$ cat src/rtl/seven_segment_scan_controller.sv
// Purpose : time-multiplexed hex seven-segment scanner with per-digit dp, blank,
//           blink, leading-zero suppression and PWM brightness; inputs are
//           double-buffered and applied only at frame boundaries.
// Ports   : clk_in/rst_in (sync, active-high); val_in/dp_in/blank_in/blink_in
//           loaded to pending on valid_in; lz_blank_in and brightness_in used live;
//           cat_out/dp_out/an_out active-low registered pins; frame_out pulses
//           the cycle digit 0 begins.
module seven_segment_scan_controller #(
   parameter int NUM_DIGITS   = 8,
   parameter int COUNT_PERIOD = 100000,
   parameter int BRIGHT_WIDTH = 4,
   parameter int BLINK_FRAMES = 64
) (
   input  logic                      clk_in,
   input  logic                      rst_in,
   input  logic [4*NUM_DIGITS-1:0]   val_in,
   input  logic [NUM_DIGITS-1:0]     dp_in,
   input  logic [NUM_DIGITS-1:0]     blank_in,
   input  logic [NUM_DIGITS-1:0]     blink_in,
   input  logic                      lz_blank_in,
   input  logic                      valid_in,
   input  logic [BRIGHT_WIDTH-1:0]   brightness_in,
   output logic [6:0]                cat_out,
   output logic                      dp_out,
   output logic [NUM_DIGITS-1:0]     an_out,
   output logic                      frame_out
);

   localparam int IW = (NUM_DIGITS > 1) ? $clog2(NUM_DIGITS) : 1;
   localparam int BW = (BLINK_FRAMES > 1) ? $clog2(BLINK_FRAMES) : 1;
   localparam logic [IW-1:0]           LAST_IDX   = IW'(NUM_DIGITS - 1);
   localparam logic [IW-1:0]           IDX_ONE    = IW'(1);
   localparam logic [BW-1:0]           LAST_BLINK = BW'(BLINK_FRAMES - 1);
   localparam logic [BW-1:0]           BLINK_ONE  = BW'(1);
   localparam logic [BRIGHT_WIDTH-1:0] PWM_ONE    = BRIGHT_WIDTH'(1);
   localparam logic [31:0]             SLOT_END   = 32'(COUNT_PERIOD);

   // Standard hex font, segments a..g on bits 0..6, returned active-low.
   function automatic logic [6:0] hex_to_cat(input logic [3:0] h);
      logic [6:0] seg;
      case (h)
         4'h0: seg = 7'h3F;
         4'h1: seg = 7'h06;
         4'h2: seg = 7'h5B;
         4'h3: seg = 7'h4F;
         4'h4: seg = 7'h66;
         4'h5: seg = 7'h6D;
         4'h6: seg = 7'h7D;
         4'h7: seg = 7'h07;
         4'h8: seg = 7'h7F;
         4'h9: seg = 7'h6F;
         4'hA: seg = 7'h77;
         4'hB: seg = 7'h7C;
         4'hC: seg = 7'h39;
         4'hD: seg = 7'h5E;
         4'hE: seg = 7'h79;
         default: seg = 7'h71;
      endcase
      return ~seg;
   endfunction

   logic [31:0]               slot_cnt;
   logic [IW-1:0]             idx;
   logic [BRIGHT_WIDTH-1:0]   pwm_cnt;
   logic [BW-1:0]             blink_cnt;
   logic                      blink_phase;

   logic [4*NUM_DIGITS-1:0]   pend_val,   act_val;
   logic [NUM_DIGITS-1:0]     pend_dp,    act_dp;
   logic [NUM_DIGITS-1:0]     pend_blank, act_blank;
   logic [NUM_DIGITS-1:0]     pend_blink, act_blink;

   logic                      slot_end;
   logic                      boundary;
   logic                      pwm_on;
   logic                      visible;
   logic                      zero_run;
   logic [NUM_DIGITS-1:0]     lz_sup;
   logic [NUM_DIGITS-1:0]     sel;
   logic [3:0]                cur_nib;
   logic                      cur_dp, cur_blank, cur_blink, cur_lz;
   logic [NUM_DIGITS-1:0]     an_nxt;
   logic [6:0]                cat_nxt;
   logic                      dp_nxt;

   assign slot_end = (slot_cnt == SLOT_END);
   assign boundary = slot_end && (idx == LAST_IDX);
   // All-ones brightness must be fully on; the plain compare alone would
   // leave one dark cycle per PWM period.
   assign pwm_on   = (pwm_cnt < brightness_in) || (&brightness_in);

   always_comb begin
      zero_run  = lz_blank_in;
      lz_sup    = '0;
      sel       = '0;
      cur_nib   = 4'h0;
      cur_dp    = 1'b0;
      cur_blank = 1'b0;
      cur_blink = 1'b0;
      cur_lz    = 1'b0;
      // Walk from the most significant digit down: a digit is a leading zero
      // while every nibble from the top down to it is zero. Digit 0 always shows.
      for (int d = NUM_DIGITS - 1; d >= 0; d--) begin
         zero_run  = zero_run && (act_val[4*d +: 4] == 4'h0);
         lz_sup[d] = zero_run && (d != 0);
      end
      for (int d = 0; d < NUM_DIGITS; d++) begin
         if (idx == IW'(d)) begin
            sel[d]    = 1'b1;
            cur_nib   = act_val[4*d +: 4];
            cur_dp    = act_dp[d];
            cur_blank = act_blank[d];
            cur_blink = act_blink[d];
            cur_lz    = lz_sup[d];
         end
      end
      visible = !cur_blank && !cur_lz && !(cur_blink && blink_phase) && pwm_on;
      an_nxt  = '1;
      cat_nxt = '1;
      dp_nxt  = 1'b1;
      if (visible) begin
         an_nxt  = ~sel;
         cat_nxt = hex_to_cat(cur_nib);
         dp_nxt  = ~cur_dp;
      end
   end

   always_ff @(posedge clk_in) begin
      if (rst_in) begin
         slot_cnt    <= '0;
         idx         <= '0;
         pwm_cnt     <= '0;
         blink_cnt   <= '0;
         blink_phase <= 1'b0;
         pend_val    <= '0;
         pend_dp     <= '0;
         pend_blank  <= '0;
         pend_blink  <= '0;
         act_val     <= '0;
         act_dp      <= '0;
         act_blank   <= '0;
         act_blink   <= '0;
         an_out      <= '1;
         cat_out     <= '1;
         dp_out      <= 1'b1;
         frame_out   <= 1'b0;
      end else begin
         pwm_cnt   <= pwm_cnt + PWM_ONE;
         frame_out <= boundary;

         if (valid_in) begin
            pend_val   <= val_in;
            pend_dp    <= dp_in;
            pend_blank <= blank_in;
            pend_blink <= blink_in;
         end

         if (slot_end) begin
            slot_cnt <= '0;
            idx      <= boundary ? '0 : idx + IDX_ONE;
         end else begin
            slot_cnt <= slot_cnt + 32'd1;
         end

         // Active takes the pre-edge pending value, so a load on the boundary
         // cycle itself waits for the following frame.
         if (boundary) begin
            act_val   <= pend_val;
            act_dp    <= pend_dp;
            act_blank <= pend_blank;
            act_blink <= pend_blink;
            if (blink_cnt == LAST_BLINK) begin
               blink_cnt   <= '0;
               blink_phase <= ~blink_phase;
            end else begin
               blink_cnt <= blink_cnt + BLINK_ONE;
            end
         end

         an_out  <= an_nxt;
         cat_out <= cat_nxt;
         dp_out  <= dp_nxt;
      end
   end

endmodule

$ cat config.mk
export PLATFORM = sky130hd
export DESIGN_NAME = seven_segment_scan_controller
export DESIGN_NICKNAME = d
export VERILOG_FILES = /design/src/rtl/seven_segment_scan_controller.sv
export SDC_FILE = /design/constraint.sdc
export NUM_CORES = 1
export LEC_CHECK = 0
export ABC_AREA = 1
export BUFFER_PORTS_ARGS = -buffer_cell sky130_fd_sc_hd__buf_2
export CAP_MARGIN = 30
export CORE_MARGIN = 2
export CORE_UTILIZATION = 30
export CTS_CLUSTER_DIAMETER = 80
export DETAILED_ROUTE_END_ITERATION = 8
export HOLD_SLACK_MARGIN = 0.15
export SYNTH_ARGS = -nofsm -noshare
export SYNTH_HDL_FRONTEND = slang
export SYNTH_SLANG_ARGS = --single-unit
$ cat constraint.sdc
create_clock -name clk_in -period 6.6 [get_ports clk_in]
set_input_delay 1.32 -clock clk_in [delete_from_list [all_inputs] [get_ports clk_in]]
set_output_delay 1.32 -clock clk_in [all_outputs]
set_load 0.005 [all_outputs]
Word-level counts from Yosys, hierarchy flattened:

Memory sizes are Yosys's and may differ from the RTL's.
Index checks and enable logic that the tools add are counted.

* add/sub/neg operators: 4
* order comparisons: 1
* eq/ne operators: 9
* muxes and demuxes: 50
* bitwise operators: 5
* reductions and logical operators: 28

Operator list (number)
* $mux W1: 39
* $add A32 B1 Y32 const B: 1
* $eq A32 B17 Y1 const B: 1
* $mux W4: 8
* $logic_not A4 Y1: 7
* $eq A3 B3 Y1 const B: 4
* $logic_and A1 B1 Y1: 12
* $not A8 Y8: 1
* $mux W7: 1
* $not A7 Y7: 1
* $add A6 B1 Y6 const B: 1
* $eq A3 B2 Y1 const B: 2
* $eq A6 B6 Y1 const B: 1
* $mux W6: 1
* $add A4 B1 Y4 const B: 1
* $lt A4 B4 Y1: 1
* $reduce_and A4 Y1: 1
* $reduce_or A2 Y1: 2
* $add A3 B1 Y3 const B: 1
* $eq A3 B1 Y1 const B: 1
* $logic_not A1 Y1: 3
* $logic_not A3 Y1: 1
* $mux W3: 1
* $not A1 Y1: 3
* 2 further kinds: 2

* flip-flop bits (word level): 175
* ROM bits: 112
* input bits: 64
* output and inout bits: 17
* logic and storage cells: 115
* memories: 1

Memories
* (no name shown): depth 16, width 7, rd ports 1, clocked after memory_dff 0, write ports 0, line 41 `case (h)`

Longest topological paths before layout:

Gate-level depths: netlist of the first run.

* word-level depth: 21
* gate-level depth with buffers: 21
* gate-level depth less buffers: 20

Worst setup path after synthesis of the first run:

OpenSTA, ideal clock, no wires.

* kind: input to register
* from: in brightness_in[1]
* to: reg an_out[0]
* setup time: 0.126 ns
* arrival: 2.500 ns
* data required time: 6.474 ns
* slack: 3.974 ns
* stages: 10
* buffers on the path: 1
* cell sequence: inv_1 ha_1 o21a_1 o211ai_1 a21oi_1 nor2_1 nand2_1 nor2_2 buf_4 nand2_1

* word-level cells in the longest chain between the ends: 5
* elaborated cells between the ends (all ways): 6
* classes of those cells: 1 x order compare; 1 x bitwise; 4 x reduce/logical

Ends and longest elaborated chain
* start: declaration: line 22 `input logic [BRIGHT_WIDTH-1:0] brightness_in,`
* $lt A4 B4 Y1 or $reduce_and A4 Y1 (tied branches): line 90 `assign pwm_on = (pwm_cnt < brightness_in) || (&brightness_in);`
* $logic_or A1 B1 Y1 *: line 90
* $logic_and A1 B1 Y1 *: line 117 `visible = !cur_blank && !cur_lz && !(cur_blink && blink_phase) && pwm_on;`
* $not A1 Y1 (no source line) *
* $reduce_or A2 Y1 (no source line) *
* end signal: assignment: line 180 `an_out <= an_nxt;`
* end: declaration: line 25 `output logic [NUM_DIGITS-1:0] an_out,`

Every way passes the cells marked *; elsewhere a longest branch is shown, timed or not.
A chain may end at the register's enable or synchronous reset.

Worst setup path in the final report of the first run:

* from: reg idx[0]
* to: reg an_out[3]

* word-level cells in the longest chain between the ends: 15
* elaborated cells between the ends (all ways): 42
* classes of those cells: 7 x eq/ne; 24 x mux; 2 x bitwise; 9 x reduce/logical

Ends and longest elaborated chain
* start: declaration: line 63 `logic [IW-1:0] idx;`
* start signal: assignment: line 160 `idx <= boundary ? '0 : idx + IDX_ONE;`
* $logic_not A3 Y1: line 108 `if (idx == IW'(d)) begin`
* $mux W1 (8 in series): line 108
* $logic_not A1 Y1 or $logic_and A1 B1 Y1 (tied branches): line 117
* $logic_and A1 B1 Y1 or $logic_not A1 Y1 (tied branches): line 117
* $logic_and A1 B1 Y1 (2 in series): line 117
* $not A1 Y1 (no source line)
* $reduce_or A2 Y1 (no source line)

Parallel ways exist; a longest one is shown, timed or not.

==> run metrics, run 1 <==
H-tree depth=4; Longest Clk Path Bufs=2; Synth top cells by count=nand2_1, dfxtp_1, nor2_1; syn nets=roughly 1,200; I/O Buffers=80; Slew @ Worst Pin=roughly 960 ps; # rows=58; crit path kind=reg2reg; P_leak=around 3.7 nW; maxcap violations=0; Sequential cell area=approximately 3500 µm²; synthesized cell area=just under 8000 µm²; Req. time, crit path=~7000 ps; I/O pins=81; DRT iter0 DRCs=between 400 and 500; asr flop ratio synth=0%; hold_ws=around 450 ps; cts bufs inserted=17; fillcell total=2,730; detailed placer's ending HPWL=between 10,000 and 15,000 µm; Routed WL=~19,000 µm; pins over their slew limit=0; Period minus WS final=roughly 3000 ps; GRT Total Usage=14.4%; P per Cell Area=roughly 240 nW/µm²; Hold-fix buffers, CTS=0; Pre-antenna DRT Iters=5; Fmax achieved=334 MHz; main flop type after synthesis=dfxtp_1; Die Y=about 160 µm; largest cells by area after synthesis=dfxtp_1, nand2_1, nor2_1; CTS tree=yes; core region area=~25,000 µm²; Area after DPL=8410 µm²; vias in the first global route=approximately 6,300; Starting Density=between 30% and 40%; pin count of the biggest net entering global routing=97; initial antenna violation count=0; status=complete, no violations; grt ovf=0; layout cells sized above 1=12.3%; Layout area overhead=15.7%; via/cell ratio=about 4.6; # nets final=about 1,200; post-route ant nets=0; Setup violations, final=0; RSZ-0062 raised after global routing=no; Yosys reg bits=approximately 180; vias after detailed routing=6,824; Worst setup EP type=register; clock slew at reported path FFs=about 70 ps; DRC violations left=0; most numerous cell in the Yosys netlist=nand2_1; Post-CTS Setup Bufs=0; fin crit share=a little under half; Multi-input gate area=between 3000 and 4000 µm²; Critical Path AT=3260 ps; CP startpoint kind=register; Final Non-Filler Cells=1,480; Antenna diodes=0; synth unique cells=38; post-CTS sizing=0; largest area contributor in the netlist=dfxtp_1; CTS root buf=clkbuf_16; Non-Filler Cell Area, Final=8980 µm²; peak supply drop=0.145 mV; Setup TNS Final=0 ps; Tightest Hold Check Type=reg2reg; clock sink count=approximately 180; Die Width=165 µm; Die ar.=27,200 µm²; Ys Warns=0; Synth Area per Inst=a little over 7 µm²; first-pass GRT wire length=approximately 31,000 µm; Final Hold Vio Count=0; GP Congestion=0.844; worst clock skew=approximately 15 ps; placed cells=about 1,400; Worst Path Max Fanout=16; Mapped Cells=~1,100; DR WL/cell=between 10 and 15 µm; worst-skew pair later-pin latency=~430 ps; EDFF count, synth=0; top cell type's share of synthesized area=a little under half; Seq/Total Area, Yosys=around 45%; relative slew slack=36.1%
-- area by class of cell --
class	count	share of cell area (%)
clock buffer	21	5.13
clock inverter	11	1.18
inverter	120	5.02
multi-input combinational	739	40.0
sequential	175	39.0
tap	330	4.60
timing repair buffer	84	5.02
-- worst max-delay path: stages (launching register included) --
cell	delay [ps]
dfxtp_1	380
ha_1	210
ha_1	510
clkinv_1	440
a22oi_1	280
o21ai_0	180
nor2_1	150
nand2_1	70
nor2_2	460
nand2_1	150
-- power by group --
part	switching, mW	internal [mW]
clock	0.433	0.544
sequential	0.0169	1.09
combinational	0.0626	0.0414
total	0.513	1.67
-- layout by cell type, fill, tap and decap left out, types with 3 or more instances in the layout --
cell type | netlist | layout
nand2_1 | 209 | 209
dfxtp_1 | 175 | 175
nor2_1 | 159 | 159
o21ai_0 | 115 | 115
inv_1 | 115 | 113
a21oi_1 | 88 | 88
buf_2 | 10 | 80
nand3_1 | 51 | 51
ha_1 | 19 | 19
clkbuf_16 | 0 | 17
nand4_1 | 16 | 16
nor3_1 | 16 | 16
xor2_1 | 12 | 12
nor4_1 | 11 | 11
nor2_2 | 6 | 6
inv_2 | 3 | 5
nor3b_1 | 5 | 5
xnor2_1 | 5 | 5
nand2_2 | 4 | 4
inv_6 | 0 | 4
or2_2 | 3 | 3
nand3b_1 | 3 | 3
clkinvlp_4 | 0 | 3
buf_4 | 1 | 3
-- per-stage QoR --
step / setup WS [ps] / util [%] / power, mW
3_5_place_dp: 3420 / 33.3 / 1.23
6_report: 3610 / 35.6 / 2.19
4_1_cts: 3600 / 35.6 / 2.21
3_3_place_gp: 3400 / 33.2 / 1.23
2_1_floorplan: 3970 / - / 1.19
5_1_grt: 3320 / 35.6 / 2.27
-- registers in the layout, indices dropped and copies added (netlist names), 3 cells and up --
register    flops
pend_val       32
blink_cnt       6
pend_blank      8
act_blink       8
pwm_cnt         4
slot_cnt       32
act_dp          8
act_val        32
pend_dp         8
an_out          8
cat_out         7
pend_blink      8
act_blank       8
idx             3
-- metal layers --
| layer | global-route usage, % | routed length [µm] |
|---|---|---|
| met4 | 4.66 | 244 |
| met3 | 2.66 | 837 |
| met2 | 21.4 | 8080 |
| met1 | 20.8 | 9870 |
| met5 | 0 | 0 |
-- worst paths after layout --
kind | start | to | slack, ps | depth (start not counted)
worst min-delay path | act_dp[5]$_SDFFE_PP0P_ | act_dp[5]$_SDFFE_PP0P_ | 450 | 2
worst min register to register | act_dp[5]$_SDFFE_PP0P_ | act_dp[5]$_SDFFE_PP0P_ | 450 | 2
worst max-delay path | idx[0]$_SDFFE_PP0P_ | an_out[3]$_SDFF_PP1_ | 3610 | 9
worst max register to register | idx[0]$_SDFFE_PP0P_ | an_out[3]$_SDFF_PP1_ | 3610 | 9
-- logic make-up (layout without fill, tap and decap cells) --
family	Yosys count	after routing	share of synthesized area [%]
flops	175	175	45.2
fa+ha+maj	19	19	3.06
compound gates	209	209	13.7
xor+xnor	17	17	1.92
simple gates	494	494	27.7
buf+inv	167	236	8.50
No activity file was read; power rests on OpenSTA's default activity.
==> inputs of run 2 (changes only) <==
==> constraint.sdc (replaced) <==
create_clock -name clk_in -period 2.7 [get_ports clk_in]
set_input_delay 0.54 -clock clk_in [delete_from_list [all_inputs] [get_ports clk_in]]
set_output_delay 0.54 -clock clk_in [all_outputs]
set_load 0.005 [all_outputs]
==> run 2 against run 1 <==
  * Via count grew 0.59%
  * Non-clock buffer count up 14
  * Sequential share of layout area shrank 0.65 points
  * Critical endpoint is now cat_out[3]$_SDFF_PP1_
==> run metrics, run 2 (synthesis results as in run 1) <==
status=complete, no violations; Setup violations, final=0; clock slew at reported path FFs=70 ps; Tightest Hold Check Type=in2reg; GP Congestion=about 0.86; vias in the first global route=around 6,300; Area after DPL=8520 µm²; H-tree depth=4; post-route ant nets=0; I/O pins=81; Final Hold Vio Count=0; DRT iter0 DRCs=413; hold_ws=331 ps; most frequent cells in the layout=nand2_1, dfxtp_1, nor2_1; Pre-antenna DRT Iters=5; pins over their slew limit=0; P_leak=3.82 nW; CP startpoint kind=register; layout cells sized above 1=about 14%; via/cell ratio=between 4 and 5; Die Y=around 160 µm; Non-Filler Cell Area, Final=around 9100 µm²; I/O Buffers=80; # rows=between 50 and 60; CTS tree=yes; fin util=a little over a third; CTS root buf=clkbuf_16; maxcap violations=0; Worst setup EP type=register; PnR Total Power=5.43 mW; Setup TNS Final=0 ps; relative slew slack=between 40 and 50%; RSZ-0062 raised after global routing=no; GRT Total Usage=approximately 15%; DRC violations left=0; Antenna diodes=0; clock sink count=about 180; worst clock skew=14.8 ps; Top Registers=act_val x32, pend_val x32, slot_cnt x32; Die ar.=roughly 27,000 µm²; Layout area overhead=17.7%; vias after detailed routing=6,864; Die Width=~160 µm; P per Cell Area=594 nW/µm²; crit path kind=reg2reg; Slew @ Worst Pin=about 850 ps; DR WL/cell=12.8 µm; fin crit share=88.5%; peak supply drop=around 0.33 mV; core region area=about 25,000 µm²; first-pass GRT wire length=31,400 µm; most common cell after layout, fill and taps aside=nand2_1; worst-skew pair later-pin latency=430 ps; Worst Path Max Fanout=10; Routed WL=19,100 µm; grt ovf=0; detailed placer's ending HPWL=around 14,000 µm; pin count of the biggest net entering global routing=75; Critical Path AT=about 2700 ps; Req. time, crit path=around 3000 ps; Starting Density=a little under a third; Period minus WS final=approximately 2400 ps; cts bufs inserted=17; Longest Clk Path Bufs=2; # nets final=approximately 1,200; Fmax achieved=about 420 MHz; initial antenna violation count=0
## run 2: area by class of cell
class,instances,area (µm²)
well taps,330,413
clock buffers,18,429
flip-flops and latches,175,3500
multi-input cells,739,3600
inverters,120,454
clock inverters,14,169
fillers,2703,16100
repair buffers,98,561
## run 2: timing repair
item | 4_1_cts | 5_1_grt
hold buffers | 0 | 0
setup buffers | 0 | 1
setup endpoints to repair | 0 | 6
resized for setup | 0 | 4
endpoints found under the hold margin | 0 | 0
## run 2: worst paths after layout
check	from	endpoint	slack (ps)	cells past startpoint
worst min register to register	act_dp[5]$_SDFFE_PP0P_	act_dp[5]$_SDFFE_PP0P_	450	2
worst min-delay path	val_in[21]	pend_val[21]$_SDFFE_PP0P_	330	3
worst max register to register	idx[0]$_SDFFE_PP0P_	cat_out[3]$_SDFF_PP1_	310	14
worst max-delay path	idx[0]$_SDFFE_PP0P_	cat_out[3]$_SDFF_PP1_	310	14
## run 2: through the flow
| step | std cells | setup slack (ps) |
|---|---|---|
| 3_5_place_dp | 1461 | 274 |
| 6_report | 1494 | 312 |
| 2_1_floorplan | 1081 | 452 |
| 3_3_place_gp | 1461 | 328 |
| 4_1_cts | 1493 | 264 |
| 5_1_grt | 1494 | 1.05 |
## run 2: power by group
group	leakage (nW)	switching [mW]	internal, mW
Sequential	1.43	0.0414	2.66
Clock	0.290	1.14	1.32
Combinational	2.11	0.156	0.107
## run 2: metal layers
| layer | wire length, µm | GRT usage [%] |
|---|---|---|
| met1 | 10200 | 22.0 |
| met2 | 7740 | 20.4 |
| met3 | 811 | 2.74 |
| met4 | 321 | 5.10 |
| met5 | 0 | 0 |
## run 2: worst max-delay path: stages, from the launching register on
cell,delay (ps)
dfxtp_1,390
inv_1,100
ha_1,220
nand2_1,310
inv_1,200
a21oi_1,160
nand2_1,70
nand2_1,60
nand2_1,150
ha_1,320
inv_1,50
nand3_1,70
nand2_1,50
nand2_1,60
nand3_1,70
